==> config.mk <==
export PLATFORM = sky130hd
export DESIGN_NAME = prog_ctrl_stack
export DESIGN_NICKNAME = d
export VERILOG_FILES = /design/src/rtl/prog_ctrl_pkg.sv /design/src/rtl/pc_ret_stack.sv /design/src/rtl/prog_ctrl_stack.sv
export SDC_FILE = /design/constraint.sdc
export NUM_CORES = 1
export LEC_CHECK = 0
export CORE_MARGIN = 4
export CORE_UTILIZATION = 40
export DETAILED_ROUTE_END_ITERATION = 12
export GPL_ROUTABILITY_DRIVEN = 0
export SYNTH_ARGS = -nofsm -noshare
export SYNTH_HDL_FRONTEND = slang
export SYNTH_SLANG_ARGS = --single-unit
==> constraint.sdc <==
create_clock -name clk -period 2.6 [get_ports clk]
set_input_delay 0.78 -clock clk [delete_from_list [all_inputs] [get_ports clk]]
set_output_delay 0.78 -clock clk [all_outputs]
set_load 0.02 [all_outputs]
==> src/rtl/prog_ctrl_pkg.sv <==
// Shared types and helpers for the fetch-stage program counter with return stack.
package prog_ctrl_pkg;

    typedef enum logic [1:0] {
        COND_ALWAYS = 2'd0,
        COND_ZERO   = 2'd1,
        COND_NZERO  = 2'd2,
        COND_NEG    = 2'd3
    } cond_e;

    // Evaluate a branch/call condition against the ALU flags.
    function automatic logic cond_met_f(input cond_e c, input logic zero_flag, input logic neg_flag);
        logic met;
        case (c)
            COND_ALWAYS: met = 1'b1;
            COND_ZERO:   met = zero_flag;
            COND_NZERO:  met = ~zero_flag;
            COND_NEG:    met = neg_flag;
            default:     met = 1'b0;
        endcase
        return met;
    endfunction

endpackage

==> src/rtl/pc_ret_stack.sv <==
// Register-based LIFO holding return addresses for CALL/RET.
// The parent never issues push and pop in the same cycle.
module pc_ret_stack
    import prog_ctrl_pkg::*;
#(
    parameter int W     = 7,
    parameter int DEPTH = 4
) (
    input  logic                         clk,
    input  logic                         reset,
    input  logic                         push,
    input  logic                         pop,
    input  logic [W-1:0]                 din,
    output logic [W-1:0]                 top,
    output logic [$clog2(DEPTH+1)-1:0]   depth,
    output logic                         full,
    output logic                         empty
);

    localparam int CNT_W = $clog2(DEPTH+1);

    logic [CNT_W-1:0] cnt_q;
    logic [CNT_W-1:0] cnt_d;
    logic [W-1:0]     mem_q [DEPTH];

    assign full  = (cnt_q == CNT_W'(DEPTH));
    assign empty = (cnt_q == {CNT_W{1'b0}});
    assign depth = cnt_q;

    // Next entry count; a blocked push/pop leaves the count unchanged.
    always_comb begin
        cnt_d = cnt_q;
        if (push && !full) begin
            cnt_d = cnt_q + CNT_W'(1);
        end else if (pop && !empty) begin
            cnt_d = cnt_q - CNT_W'(1);
        end else begin
            cnt_d = cnt_q;
        end
    end

    // Entry counter register.
    always_ff @(posedge clk or posedge reset) begin
        if (reset) begin
            cnt_q <= {CNT_W{1'b0}};
        end else begin
            cnt_q <= cnt_d;
        end
    end

    // Storage: a push writes the slot indexed by the current count.
    always_ff @(posedge clk or posedge reset) begin
        if (reset) begin
            for (int i = 0; i < DEPTH; i++) begin
                mem_q[i] <= {W{1'b0}};
            end
        end else begin
            for (int i = 0; i < DEPTH; i++) begin
                if (push && !full && (cnt_q == CNT_W'(i))) begin
                    mem_q[i] <= din;
                end else begin
                    mem_q[i] <= mem_q[i];
                end
            end
        end
    end

    // Top-of-stack read mux; reads zero when empty.
    always_comb begin
        top = {W{1'b0}};
        for (int i = 0; i < DEPTH; i++) begin
            if (cnt_q == CNT_W'(i + 1)) begin
                top = mem_q[i];
            end else begin
                top = top;
            end
        end
    end

endmodule

==> src/rtl/prog_ctrl_stack.sv <==
// Program counter for the fetch stage: conditional/relative branches,
// CALL/RET through a hardware return stack, stall, sticky stack-error flags.
module prog_ctrl_stack
    import prog_ctrl_pkg::*;
#(
    parameter int PC_W        = 7,
    parameter int STACK_DEPTH = 4
) (
    input  logic                               clk,
    input  logic                               reset,
    input  logic                               stall,
    input  logic                               branch,
    input  logic                               call,
    input  logic                               ret,
    input  logic [1:0]                         cond,
    input  logic                               rel,
    input  logic                               zero,
    input  logic                               neg,
    input  logic [PC_W-1:0]                    target,
    output logic [PC_W-1:0]                    PC,
    output logic [$clog2(STACK_DEPTH+1)-1:0]   depth,
    output logic                               stack_ovf,
    output logic                               stack_unf
);

    logic [PC_W-1:0] pc_q;
    logic [PC_W-1:0] pc_d;
    logic            ovf_q;
    logic            ovf_d;
    logic            unf_q;
    logic            unf_d;

    logic            cond_met_s;
    logic [PC_W-1:0] inc_s;
    logic [PC_W-1:0] dest_s;
    logic            push_s;
    logic            pop_s;
    logic [PC_W-1:0] top_s;
    logic            full_s;
    logic            empty_s;

    assign cond_met_s = cond_met_f(cond_e'(cond), zero, neg);
    assign inc_s      = pc_q + PC_W'(1);
    // Adding the offset at PC_W bits is the same as sign-extending it and wrapping.
    assign dest_s     = rel ? (pc_q + target) : target;

    pc_ret_stack #(
        .W     (PC_W),
        .DEPTH (STACK_DEPTH)
    ) u_stack (
        .clk   (clk),
        .reset (reset),
        .push  (push_s),
        .pop   (pop_s),
        .din   (inc_s),
        .top   (top_s),
        .depth (depth),
        .full  (full_s),
        .empty (empty_s)
    );

    // Priority select: stall, ret, taken call, taken branch, sequential.
    always_comb begin
        pc_d   = pc_q;
        ovf_d  = ovf_q;
        unf_d  = unf_q;
        push_s = 1'b0;
        pop_s  = 1'b0;
        if (stall) begin
            pc_d = pc_q;
        end else if (ret) begin
            if (!empty_s) begin
                pop_s = 1'b1;
                pc_d  = top_s;
            end else begin
                pc_d  = inc_s;
                unf_d = 1'b1;
            end
        end else if (call && cond_met_s) begin
            if (!full_s) begin
                push_s = 1'b1;
                pc_d   = dest_s;
            end else begin
                pc_d  = inc_s;
                ovf_d = 1'b1;
            end
        end else if (branch && cond_met_s) begin
            pc_d = dest_s;
        end else begin
            pc_d = inc_s;
        end
    end

    // PC and sticky error flag registers; flags clear only on reset.
    always_ff @(posedge clk or posedge reset) begin
        if (reset) begin
            pc_q  <= {PC_W{1'b0}};
            ovf_q <= 1'b0;
            unf_q <= 1'b0;
        end else begin
            pc_q  <= pc_d;
            ovf_q <= ovf_d;
            unf_q <= unf_d;
        end
    end

    assign PC        = pc_q;
    assign stack_ovf = ovf_q;
    assign stack_unf = unf_q;

endmodule

==> results of run 1 <==
[per-layer routing]
metal / GRT usage / share of wire / vias up
met1: 0.229 / 0.48 / 976
met2: 0.266 / 0.47 / 42
met3: 0.0329 / 0.037 / 7
li1: - / - / 1084
met5: 0 / 0 / -
met4: 0.0363 / 0.0080 / 0
[how the worst max path moves through the flow]
| stage | startpoint | to | slack (ns) | depth (start not counted) |
|---|---|---|---|---|
| 2_1_floorplan | target[0] | PC[6]$_DFFE_PP0N_ | 0.27 | 7 |
| 3_3_place_gp | target[0] | PC[6]$_DFFE_PP0N_ | -0.29 | 8 |
| 3_5_place_dp | target[0] | PC[6]$_DFFE_PP0N_ | -0.28 | 8 |
| 4_1_cts | target[0] | PC[6]$_DFFE_PP0N_ | 0.02 | 8 |
| 5_1_grt | target[0] | PC[6]$_DFFE_PP0N_ | 0.01 | 8 |
| 6_report | target[0] | PC[2]$_DFFE_PP0N_ | 0.13 | 9 |
[kinds of logic (layout without fill, tap and decap cells)]
| family | count (synthesis) | count (layout) | synth area share |
|---|---|---|---|
| AND/OR/NAND/NOR | 76 | 76 | 0.135 |
| XOR/XNOR | 12 | 12 | 0.0441 |
| buffers and inverters | 24 | 62 | 0.0485 |
| adder cells (fa/ha/maj) | 14 | 14 | 0.0715 |
| AO/OA/AOI/OAI | 97 | 97 | 0.257 |
| flip-flops | 40 | 40 | 0.392 |
| multiplexers | 12 | 12 | 0.0524 |
[per-stage QoR]
stage	TNS (ns)	worst slack [ns]	hold WS, ns
2_1_floorplan	0	0.266	0.450
3_3_place_gp	-0.981	-0.292	0.454
3_5_place_dp	-1.02	-0.278	0.465
4_1_cts	0	0.0215	0.484
5_1_grt	0	0.0125	0.510
6_report	0	0.126	0.482
[state kept, by name, summed over array words and instances, names as in the netlist]
signal         flops
PC                 7
stack_ovf          1
stack_unf          1
u_stack.depth      3
u_stack.mem_q     28
[repair_timing]
item	4_1_cts	5_1_grt
gates resized for setup	0	3
setup endpoints to repair	0	3
hold buffers	0	0
[critical path: stages]
cell,delay (ns)
clkdlybuf4s50_1,0.42
ha_2,0.20
fa_2,0.36
buf_4,0.15
xnor2_1,0.13
nor2_1,0.05
a211oi_1,0.19
a21oi_1,0.07
a211o_1,0.30
[cells in the final DEF, fill, tap and decap left out, types with 9 or more instances in the layout]
cell / count
dfrtp_1: 40
nand2_1: 39
clkdlybuf4s50_1: 29
o21ai_0: 23
a21oi_1: 20
buf_4: 19
ha_1: 12
nand3_1: 10
nor2_1: 10
o21ai_1: 9
[cell type report]
type	count	share of cell area
clock buffers	6	0.0268
clock inverters	2	0.00325
inverters	6	0.00731
multi-input cells	211	0.467
flip-flops and latches	40	0.325
well taps	75	0.0304
repair buffers	48	0.140
[power by group through the flow]
stage | clock network (mW) | logic (mW) | registers (mW)
after CTS | 0.442 | 1.69 | 1.10
after global placement | 0 | 1.67 | 1.10
after detailed placement | 0 | 1.68 | 1.11
final | 0.431 | 1.69 | 1.09
after global routing | 0.473 | 1.90 | 1.13
after floorplan | 0 | 1.12 | 1.15
==> results.yml, run 1 <==
status:
  status: "finished clean"
final_layout:
  multi_input_area_um2: 1440
  finalCoreUtilization: 0.509
  nFillCells: 561
  diodes: 0
  post-route-cell-area_um2: 3080
  area_delta_synth_final_pct: 20.7
  seqCellArea_um2: 1000
  final_nets: 344
  fin_cells: 388
  drive_above_1_share: 0.160
synthesis:
  synth_most_common_cell: "dfrtp_1"
  synth.area.top_cells: "dfrtp_1 39%, ha_1 6.4%, nand2_1 5.7%"
  syn_inst: 275
  synth_nets: 307
  yosysTopAreaCellShare: 0.392
  synth_area_per_cell_um2: 9.29
  ys.flop_type: "dfrtp_1"
  synth_area_um2: 2550
  synth_edf_count: 0
  yosys_warnings: 0
  ys_seq_area_frac: 0.392
  async_flop_share: 1.00
  ys_types: 49
  synth_top_cell_by_area: "dfrtp_1"
  yosys-top-cells-count: "40 x dfrtp_1, 39 x nand2_1, 23 x o21ai_0"
  ys_ff_latch: 40
detailed_routing:
  totalWireLength_um: 5990
  detailroute.via_count: 2109
  ant_nets: 0
  first_pass_iters: 4
  dr.first_iter.drc_count: 114
  via_per_inst: 5.44
  post_drt_wl_per_cell_um: 15.4
  drc: 0
power:
  p_int_mw: 1.85
  p_seq_frac: 0.340
  p_switching_mw: 1.36
  p_leak_nw: 1.33
  switching_share: 0.423
  p_clk_frac: 0.134
  p_per_area_nw_per_um2: 1040
  comb_power_share: 0.526
  total_power_mw: 3.21
  vdd_drop_max_mv: 0.495
clocking:
  numCtsBuffers: 5
  clockRootBuffer: "clkbuf_8"
  clk_path_buf_depth: 2
  cts_setup_buffers: 0
  ctsHtreeMaxLevel: 2
  cts_num_sinks: 40
  clock_latency_ns: 0.29
  path_clk_slew_ns: 0.08
  cts_tree: "done"
timing:
  finalHoldViolations: 0
  max_clock_freq_mhz: 404
  setup_violations: 0
  worst_pin_slew_ns: 0.520
  timing.final.max_slew_violations: 0
  period_share: 0.952
  maxSlewHeadroom: 0.652
  rsz0062_at_grt: "no"
  timing.final.crit_period_ns: 2.47
  skew_ns: 0.00759
critical_path:
  ff2ff_path_depth: 6
  critPathLaunchType: "input pin"
  critPathCaptureType: "flop"
  r2r_start: "PC[1]$_DFFE_PP0N_"
  critical_path_arrival_ns: 2.65
  worstReg2RegEnd: "PC[4]$_DFFE_PP0N_"
  worst-r2r-setup-slack_ns: 0.46
  cp.required_ns: 2.78
  crit_fanout: 2
  path_class: "input pin to flop"
global_routing:
  overflow: 0
  grt_max_degree: 41
  grt_pass1_vias: 2078
  grt_usage: 0.165
  grt_pass1_wl_um: 9940
  antenna_found_initial: 0
min_path:
  hp-start: "stack_unf$_DFFE_PP0P_"
  hp-class: "flop to flop"
  whs_endpoint: "stack_unf$_DFFE_PP0P_"
  hold_path_depth: 1
placed_design:
  io_buffers: 29
  dp_cells: 380
  dpl-instance-area_um2: 2980
  dp_hpwl_um: 4570
floorplan:
  core_area_um2: 6060
  die_width_um: 87.9
  start_util: 0.422
  die_h_um: 87.9
  dieArea_um2: 7730
  rows: 28
  io_pins: 30
job:
  maxCapViolCount: 0
Power figures use the tool's default switching activity.
==> run 2: changes to the inputs <==
--- a/config.mk
+++ b/config.mk
@@ -5,10 +5,12 @@
 export SDC_FILE = /design/constraint.sdc
 export NUM_CORES = 1
 export LEC_CHECK = 0
+export CORE_ASPECT_RATIO = 0.9
 export CORE_MARGIN = 4
 export CORE_UTILIZATION = 40
 export DETAILED_ROUTE_END_ITERATION = 12
 export GPL_ROUTABILITY_DRIVEN = 0
+export SETUP_SLACK_MARGIN = 0.1
 export SYNTH_ARGS = -nofsm -noshare
 export SYNTH_HDL_FRONTEND = slang
 export SYNTH_SLANG_ARGS = --single-unit
==> results.yml, run 2 (synthesis gave the netlist of run 1 again) <==
status:
  status: "finished clean"
timing:
  setup_violations: 0
  finalWorstSetupSlack_ns: 0.236
  rsz0062_at_grt: "yes"
  period_share: 0.909
  max_clock_freq_mhz: 423
  skew_ns: 0.00770
  finalHoldViolations: 0
  timing.final.max_slew_violations: 0
  whs_ns: 0.479
  timing.final.crit_period_ns: 2.36
  worst_pin_slew_ns: 0.661
  maxSlewHeadroom: 0.556
placed_design:
  dp_slack_ns: -0.316
  dpl-instance-area_um2: 3010
  dp_cells: 394
  dp_hpwl_um: 4630
  io_buffers: 29
detailed_routing:
  ant_nets: 0
  first_pass_iters: 4
  via_per_inst: 5.33
  dr.first_iter.drc_count: 102
  totalWireLength_um: 6000
  drc: 0
  post_drt_wl_per_cell_um: 14.9
  detailroute.via_count: 2144
power:
  comb_power_share: 0.531
  p_switching_mw: 1.38
  p_leak_nw: 1.34
  p_per_area_nw_per_um2: 1040
  vdd_drop_max_mv: 0.560
  total_power_mw: 3.26
  p_clk_frac: 0.133
  p_seq_frac: 0.336
  switching_share: 0.423
  p_int_mw: 1.88
global_routing:
  grt_pass1_vias: 2170
  grt_pass1_wl_um: 10600
  antenna_found_initial: 0
  grt_usage: 0.167
  overflow: 0
  grt_max_degree: 41
min_path:
  hp-class: "flop to flop"
critical_path:
  critPathLaunchType: "input pin"
  cp.required_ns: 2.78
  critical_path_arrival_ns: 2.55
  crit_fanout: 3
  critPathCaptureType: "flop"
  path_class: "input pin to flop"
final_layout:
  fin_cells: 402
  layout_commonest_cell: "dfrtp_1"
  largest_reg_flops: 28
  mostFrequentLayoutCells: "40 x dfrtp_1, 39 x nand2_1, 28 x clkdlybuf4s50_1"
  diodes: 0
  area_delta_synth_final_pct: 22.3
  final_nets: 346
  drive_above_1_share: 0.162
  post-route-cell-area_um2: 3130
  largest-register: "u_stack.mem_q"
floorplan:
  die_width_um: 92.2
  start_util: 0.416
  dieArea_um2: 7730
  core_area_um2: 6150
  rows: 27
  io_pins: 30
  die_h_um: 83.8
clocking:
  cts_hold_buffers: 0
  cts_num_sinks: 40
  path_clk_slew_ns: 0.08
  cts_tree: "done"
  clk_path_buf_depth: 2
  numCtsBuffers: 5
  ctsHtreeMaxLevel: 2
  clockRootBuffer: "clkbuf_8"
  clock_latency_ns: 0.30
job:
  maxCapViolCount: 0
[run 2: changes by cell type in the layout (fill, tap and decap cells not counted), sizes merged]
cell,change
buf,+2
clkbuf,+2
clkdlybuf4s50,-1
dlymetal6s2s,+1
clkinv,-2
[run 2: path summary, 6_finish.rpt]
check / cells past startpoint / to / start / slack [ns]
min in group asynchronous: 3 / u_stack.depth[1]$_DFFE_PP0P_ / reset / 0.91
min reg2reg: 1 / stack_unf$_DFFE_PP0P_ / stack_unf$_DFFE_PP0P_ / 0.48
max in group asynchronous: 3 / u_stack.mem_q[26]$_DFFE_PP0P_ / reset / 1.32
max: 8 / PC[5]$_DFFE_PP0N_ / target[1] / 0.24
max reg2reg: 7 / PC[6]$_DFFE_PP0N_ / u_stack.depth[1]$_DFFE_PP0P_ / 0.35
min: 1 / stack_unf$_DFFE_PP0P_ / stack_unf$_DFFE_PP0P_ / 0.48
[run 2: timing repair]
action | in CTS | in global routing
buffers inserted | 0 | 0
hold endpoints to repair | 0 | 0
setup endpoints to repair | 3 | 3
pin swaps | 0 | 4
gates resized for setup | 3 | 3
[run 2: worst max-delay path: stages]
cell             delay [ns]
clkdlybuf4s50_1        0.46
ha_1                   0.31
a211oi_1               0.06
buf_4                  0.15
o31ai_1                0.28
xnor2_1                0.15
o21ai_1                0.09
a211o_1                0.27
[run 2: layout make-up]
| class | instances | area [um^2] |
|---|---|---|
| tap | 87 | 109 |
| clock buffer | 8 | 90.1 |
| inverter | 6 | 22.5 |
| multi-input combinational | 211 | 1450 |
| timing repair buffer | 50 | 450 |
| fill | 583 | 3020 |
| sequential | 40 | 1000 |
[run 2: through the flow]
step                       util  TNS (ns)
final                     0.508         0
after global routing      0.508         0
after CTS                 0.506         0
after detailed placement  0.490     -1.14
after global placement    0.490    -0.919
after floorplan               -         0
[run 2: metal layers]
metal | wire length [um] | vias up | GRT usage
li1 | - | 1081 | -
met1 | 3050 | 1016 | 0.244
met2 | 2700 | 41 | 0.261
met3 | 203 | 6 | 0.0307
met4 | 44 | 0 | 0.0324
met5 | 0 | - | 0
[run 2: power by group through the flow]
stage | registers [mW] | clock network, mW | logic, mW
CTS | 1.10 | 0.445 | 1.73
global placement | 1.10 | 0 | 1.69
finish | 1.10 | 0.433 | 1.73
detailed placement | 1.11 | 0 | 1.71
floorplan | 1.15 | 0 | 1.12
global route | 1.14 | 0.468 | 1.95
